`src/rtl/uart_rx.sv`:
```
// 8N1 serial receiver: synchronises rx, qualifies the start bit at its centre,
// samples eight data bits LSB-first plus a stop bit, and strobes each byte.
module uart_rx #(
  parameter int clk_rate  = 50000000,
  parameter int baud_rate = 115200,
  parameter int clk_div   = clk_rate / baud_rate
) (
  input  logic       clk,
  input  logic       rst,
  input  logic       rx,
  output logic [7:0] rx_dout,
  output logic       rx_valid,
  output logic       rx_busy,
  output logic       rx_frame_err
);

  localparam logic [16:0] half_m1 = 17'(clk_div / 2 - 1);
  localparam logic [16:0] bit_m1  = 17'(clk_div - 1);

  typedef enum logic [2:0] {
    RX_WAIT  = 3'd0,
    RX_IDLE  = 3'd1,
    RX_START = 3'd2,
    RX_DATA  = 3'd3,
    RX_STOP  = 3'd4
  } rx_state_t;

  rx_state_t   state, state_nx;
  logic        rx_meta, rx_s;
  logic [16:0] clk_cnt, clk_cnt_nx;
  logic [2:0]  data_index, data_index_nx;
  logic [7:0]  shift_reg, shift_nx;
  logic [7:0]  dout_nx;
  logic        valid_nx, busy_nx, ferr_nx;

  always_ff @(posedge clk or posedge rst) begin
    if (rst) begin
      rx_meta <= 1'b0;
      rx_s    <= 1'b0;
    end else begin
      rx_meta <= rx;
      rx_s    <= rx_meta;
    end
  end

  always_ff @(posedge clk or posedge rst) begin
    if (rst) begin
      state        <= RX_WAIT;
      clk_cnt      <= '0;
      data_index   <= '0;
      shift_reg    <= '0;
      rx_dout      <= '0;
      rx_valid     <= 1'b0;
      rx_busy      <= 1'b0;
      rx_frame_err <= 1'b0;
    end else begin
      state        <= state_nx;
      clk_cnt      <= clk_cnt_nx;
      data_index   <= data_index_nx;
      shift_reg    <= shift_nx;
      rx_dout      <= dout_nx;
      rx_valid     <= valid_nx;
      rx_busy      <= busy_nx;
      rx_frame_err <= ferr_nx;
    end
  end

  always_comb begin
    state_nx      = state;
    clk_cnt_nx    = clk_cnt;
    data_index_nx = data_index;
    shift_nx      = shift_reg;
    dout_nx       = rx_dout;
    valid_nx      = 1'b0;
    ferr_nx       = 1'b0;
    busy_nx       = rx_busy;
    case (state)
      // Wait for a high line so a stuck-low rx is never taken as a start bit.
      RX_WAIT: begin
        busy_nx = 1'b0;
        if (rx_s) state_nx = RX_IDLE;
      end
      RX_IDLE: begin
        busy_nx       = 1'b0;
        clk_cnt_nx    = '0;
        data_index_nx = '0;
        if (!rx_s) begin
          state_nx = RX_START;
          busy_nx  = 1'b1;
        end
      end
      RX_START: begin
        if (clk_cnt == half_m1) begin
          if (!rx_s) begin
            clk_cnt_nx = '0;
            state_nx   = RX_DATA;
          end else begin
            state_nx = RX_IDLE;
            busy_nx  = 1'b0;
          end
        end else begin
          clk_cnt_nx = clk_cnt + 17'd1;
        end
      end
      RX_DATA: begin
        if (clk_cnt == bit_m1) begin
          shift_nx[data_index] = rx_s;
          clk_cnt_nx           = '0;
          if (data_index == 3'd7) begin
            state_nx      = RX_STOP;
            data_index_nx = '0;
          end else begin
            data_index_nx = data_index + 3'd1;
          end
        end else begin
          clk_cnt_nx = clk_cnt + 17'd1;
        end
      end
      RX_STOP: begin
        if (clk_cnt == bit_m1) begin
          busy_nx    = 1'b0;
          clk_cnt_nx = '0;
          if (rx_s) begin
            dout_nx  = shift_reg;
            valid_nx = 1'b1;
            state_nx = RX_IDLE;
          end else begin
            ferr_nx  = 1'b1;
            state_nx = RX_WAIT;
          end
        end else begin
          clk_cnt_nx = clk_cnt + 17'd1;
        end
      end
      default: state_nx = RX_WAIT;
    endcase
  end

endmodule
```
`config.mk`:
```
export PLATFORM = sky130hd
export DESIGN_NAME = uart_rx
export DESIGN_NICKNAME = d
export VERILOG_FILES = /design/src/rtl/uart_rx.sv
export SDC_FILE = /design/constraint.sdc
export NUM_CORES = 1
export LEC_CHECK = 0
export CORE_AREA = 2 2 90 92
export CTS_CLUSTER_DIAMETER = 100
export DETAILED_ROUTE_END_ITERATION = 10
export DIE_AREA = 0 0 92 94
export SLEW_MARGIN = 5
export SYNTH_ARGS = -nofsm -noshare
export SYNTH_HDL_FRONTEND = slang
export SYNTH_SLANG_ARGS = --single-unit
```
`constraint.sdc`:
```
create_clock -name clk -period 3.6 [get_ports clk]
set_input_delay 0.36 -clock clk [delete_from_list [all_inputs] [get_ports clk]]
set_output_delay 0.36 -clock clk [all_outputs]
set_load 0.05 [all_outputs]
```
==> results by stage <==
Status:
- The run finished with clean final reports.

STA:
- The achievable clock frequency is 0.3667 GHz.
- Between clock sinks in the finished design, the worst skew comes to 0.01067 ns.
- Dividing the final minimum period by the clock period gives 0.7575.
- Setup repair after global routing left no endpoint under its margin.
- Setup violations remaining at the end of the flow were counted as 0.
- The total count of hold-check failures in the final report came to 0.
- The worst slew margin relative to its limit is 0.4467.
- For the pin with the worst max-slew slack, the measured transition is 0.8254 ns.
- The number of pins with negative max-slew slack in the final report came to 0.
- After routing, the total negative slack on setup checks comes to 0 ns.
- The time the worst path needs with I/O delays and setup is 2.727 ns.

Routing:
- The number of nets with antenna violations after routing is 0.
- The detailed router finished its first iteration with 132 violations.
- The detailed router put a total of 2.156 mm of wire on met1.
- The average wire length per cell after detail routing is 13.50 um.
- The detailed-route DRC error count is 0.
- Summing over every cut layer, the via total after detailed routing is 1721.
- The final layout contains routed wiring with a total length of 4.508 mm.
- The routed design uses 136 um of met3 wire.
- Wire segments on met2 add up to 2.124 mm in the final route.
- In the routed layout, each cell is associated on average with a via count of 5.153.
- Signal routing reaches up to met4.
- The length of the first detailed-routing pass in iterations is 4.

Finish:
- The top cell types in the final layout, fill and taps aside, are 44 x dfrtp_1, 18 x o21ai_0, 16 x a21oi_1, 16 x mux2_2, 14 x or3_1.
- Compared with the post-synthesis result, the final layout area differs by 13.76%.
- The number of standard cells in the final layout excluding fillers is 334.
- After the last flow step, the layout net total stands at 239.
- The flip-flop count of the largest register, all copies and words added is 17.
- Leaving out fill and tap cells, the most frequent cell in the layout is dfrtp_1.
- 0 antenna diodes ended up in the layout.
- The fraction of final layout cells sized beyond drive strength 1 is 0.1552.

Logic synthesis:
- The Yosys step of the flow raised 0 warnings.
- The count of flip-flops with a built-in enable after synthesis is 0.
- Synthesis produced a netlist with a net count of 230.
- Counting distinct cell types in the post-synthesis netlist gives 45.
- Averaged over all synthesized cells, the footprint is 10.20 um^2.
- The mapped netlist covers 2263 um^2.
- The synthesis-stage register bit count is 44.
- The most used flip-flop cell after synthesis is dfrtp_1.
- After synthesis, the cell types taking the most area are dfrtp_1 49%, mux2_2 8.0%, o21ai_0 4.0%, or3_1 3.9%, a21oi_1 3.5%.
- The portion of synthesized cell area occupied by the leading cell type is 0.4865.
- The synthesized design spends more area on one cell type than any other, namely dfrtp_1.
- The count of mapped cells out of synthesis is 222.
- The fraction of synthesis flops using an asynchronous set or reset pin is 1.000.
- The share of the Yosys chip area taken by registers is 0.4865.

Clock network:
- TritonCTS created 5 clock buffers.
- The clock tree from TritonCTS is yes.
- For this design, the sink count on the clock tree is 44.
- In this run, post-CTS repair resized a total of 0 instances.
- The number of buffers between clock root and the deepest sink is 2.
- In this run the number of H-tree levels came out at 2.
- The tree is rooted in a clkbuf_8.
- The later pin in the worst-skew pair is clocked with a latency of 0.30 ns.
- Clock-pin slew was measured on the worst setup and hold paths at 0.09 ns.
- The number of setup buffers added after CTS is 0.
- The number of buffers added to fix hold violations after cts is 0.

Pwr:
- The total power draw is 1.231 mW.
- The internal power of the cells is 0.8402 mW.
- For this design the static power due to leakage is 1.118 nW.
- Of the total power, the clock network draws 0.318.
- Across the VDD grid, the largest voltage drop is 210.7 uV.
- Of the total power, combinational logic draws 0.197.
- The net switching power of the design is 0.3904 mW.
- The portion of total power attributed to sequential cells is 0.485.
- Dividing total power by cell area gives a power density of 477.9 nW/um^2.
- Of the total power, the share spent switching nets is 0.3173.

Floorplanning:
- The full die area is 8648 um^2.
- The standard cell core area is 7607 um^2.
- The top-level I/O count is 14.
- The y dimension of the die is 94 um.
- Row generation in the floorplan step produced 32 rows.
- From left edge to right edge, the die measures 92 um.
- The starting density of the core is 0.2975.

Setup path:
- The worst setup path is launched from a flip-flop.
- The required arrival time at the worst endpoint is 3.75 ns.
- The classification of the worst setup path is flip-flop to flip-flop.
- The biggest fanout along the worst timing path is 13.
- The capture point of the worst reg-to-reg path is clk_cnt[16].
- The startpoint identified for the worst register-to-register timing path is clk_cnt[14].
- The register-to-register path setup slack is 0.87 ns.
- STA classifies the critical path endpoint as a flip-flop.
- Measured in cells, the most critical reg-to-reg path has a length of 6.
- The endpoint arrival time on the critical path is 2.88 ns.

GRT:
- The number of antenna violations at the first check in global routing was 0.
- Summed over all layers, the global routing overflow is 0.
- In the global route stage, overall resource usage came out at 0.1100.
- The largest net degree at the start of global routing is 26.
- The first global-routing pass estimated 7.721 mm of wire.
- The via count of the first global-routing pass is 1604.

Placed design:
- Counting tap cells, the placed design contains a total of 326 instances.
- The half-perimeter wire length of the detailed placement result is 3.085 mm.
- At the end of routability-driven placement, the weighted congestion stood at 0.7462.
- During placement, the flow inserted port buffers numbering 13.

Min path:
- The source of the worst hold timing path is rx_meta.
- The path with the worst hold slack has its endpoint at rx_s.
- The type of the most critical hold path is flip-flop to flip-flop.
- The worst hold path was traced through 0 stages.

Job:
- Across the run, the number of max-cap violations was 0.
-- area by class of cell --
cell class	count	area, um^2
clock buffer	5	68.82
clock inverter	3	46.29
fill	790	5032
inverter	8	30.03
multi-input combinational	158	1064
sequential	44	1101
tap	102	127.6
timing repair buffer	14	137.6
-- worst max-delay path: stages, from the launching register on --
cell and delay [ns]:
dfrtp_1 0.42, or4_4 0.55, nor4_4 0.37, nand2_2 0.13, or4_1 0.44, o221ai_2 0.56
a21oi_1 0.10
-- worst max-delay path by stage --
stage                      from           to  slack, ns  cells after the start
floorplan           clk_cnt[14]   clk_cnt[6]       1.27                      7
global placement     clk_cnt[0]   clk_cnt[2]       0.97                      7
detailed placement  clk_cnt[14]  clk_cnt[16]       0.88                      6
CTS                 clk_cnt[14]  clk_cnt[16]       0.85                      6
global route        clk_cnt[14]   clk_cnt[3]       0.67                      6
finish              clk_cnt[14]  clk_cnt[16]       0.87                      6
-- logic make-up (layout without fill, tap and decap cells) --
logic type | after synthesis | in the layout | share of synthesized area
compound gates | 51 | 51 | 0.1365
xor+xnor | 1 | 1 | 0.003870
fa+ha+maj | 5 | 5 | 0.02764
buf+inv | 20 | 30 | 0.04367
flops | 44 | 44 | 0.4865
mux | 17 | 17 | 0.08402
simple gates | 84 | 84 | 0.2178
-- power groups by stage --
| stage | clock [mW] | sequential (mW) | combinational, mW |
|---|---|---|---|
| 6_report | 0.391 | 0.597 | 0.243 |
| 5_1_grt | 0.422 | 0.606 | 0.275 |
| 4_1_cts | 0.402 | 0.596 | 0.246 |
| 3_5_place_dp | 0 | 0.607 | 0.246 |
| 3_3_place_gp | 0 | 0.605 | 0.240 |
| 2_1_floorplan | 0 | 0.597 | 0.188 |
-- metal layers --
metal  vias to the layer above  GRT usage
li1                        834          -
met2                        34     0.1679
met1                       844     0.1552
met4                         0    0.04726
met5                         -          0
met3                         9    0.01685
-- synth_stat cells, types with 2 or more instances --
library cell / count
dfrtp_1: 44
o21ai_0: 18
a21oi_1: 16
mux2_2: 16
or3_1: 14
nand2_1: 13
nor2_1: 11
nand3_1: 10
inv_1: 8
and3_1: 5
buf_2: 5
ha_1: 5
nand4_1: 5
clkbuf_1: 4
nor3_1: 4
a22o_1: 3
nor4_1: 3
o22ai_1: 3
or2_2: 3
a22oi_1: 2
nand2_2: 2
nand2b_1: 2
nor4b_1: 2
o31ai_1: 2
o32ai_1: 2
-- per-stage QoR --
stage          utilization  setup slack, ns  hold WS (ns)  area, um^2
2_1_floorplan            -            1.265        0.3312        2263
3_5_place_dp        0.3234           0.8771        0.3378        2460
3_3_place_gp        0.3234           0.9670        0.3328        2460
6_report            0.3385           0.8729        0.3442        2575
4_1_cts             0.3385           0.8505        0.3499        2575
5_1_grt             0.3385           0.6737        0.3642        2575
No activity file was read; power rests on OpenSTA's default activity.
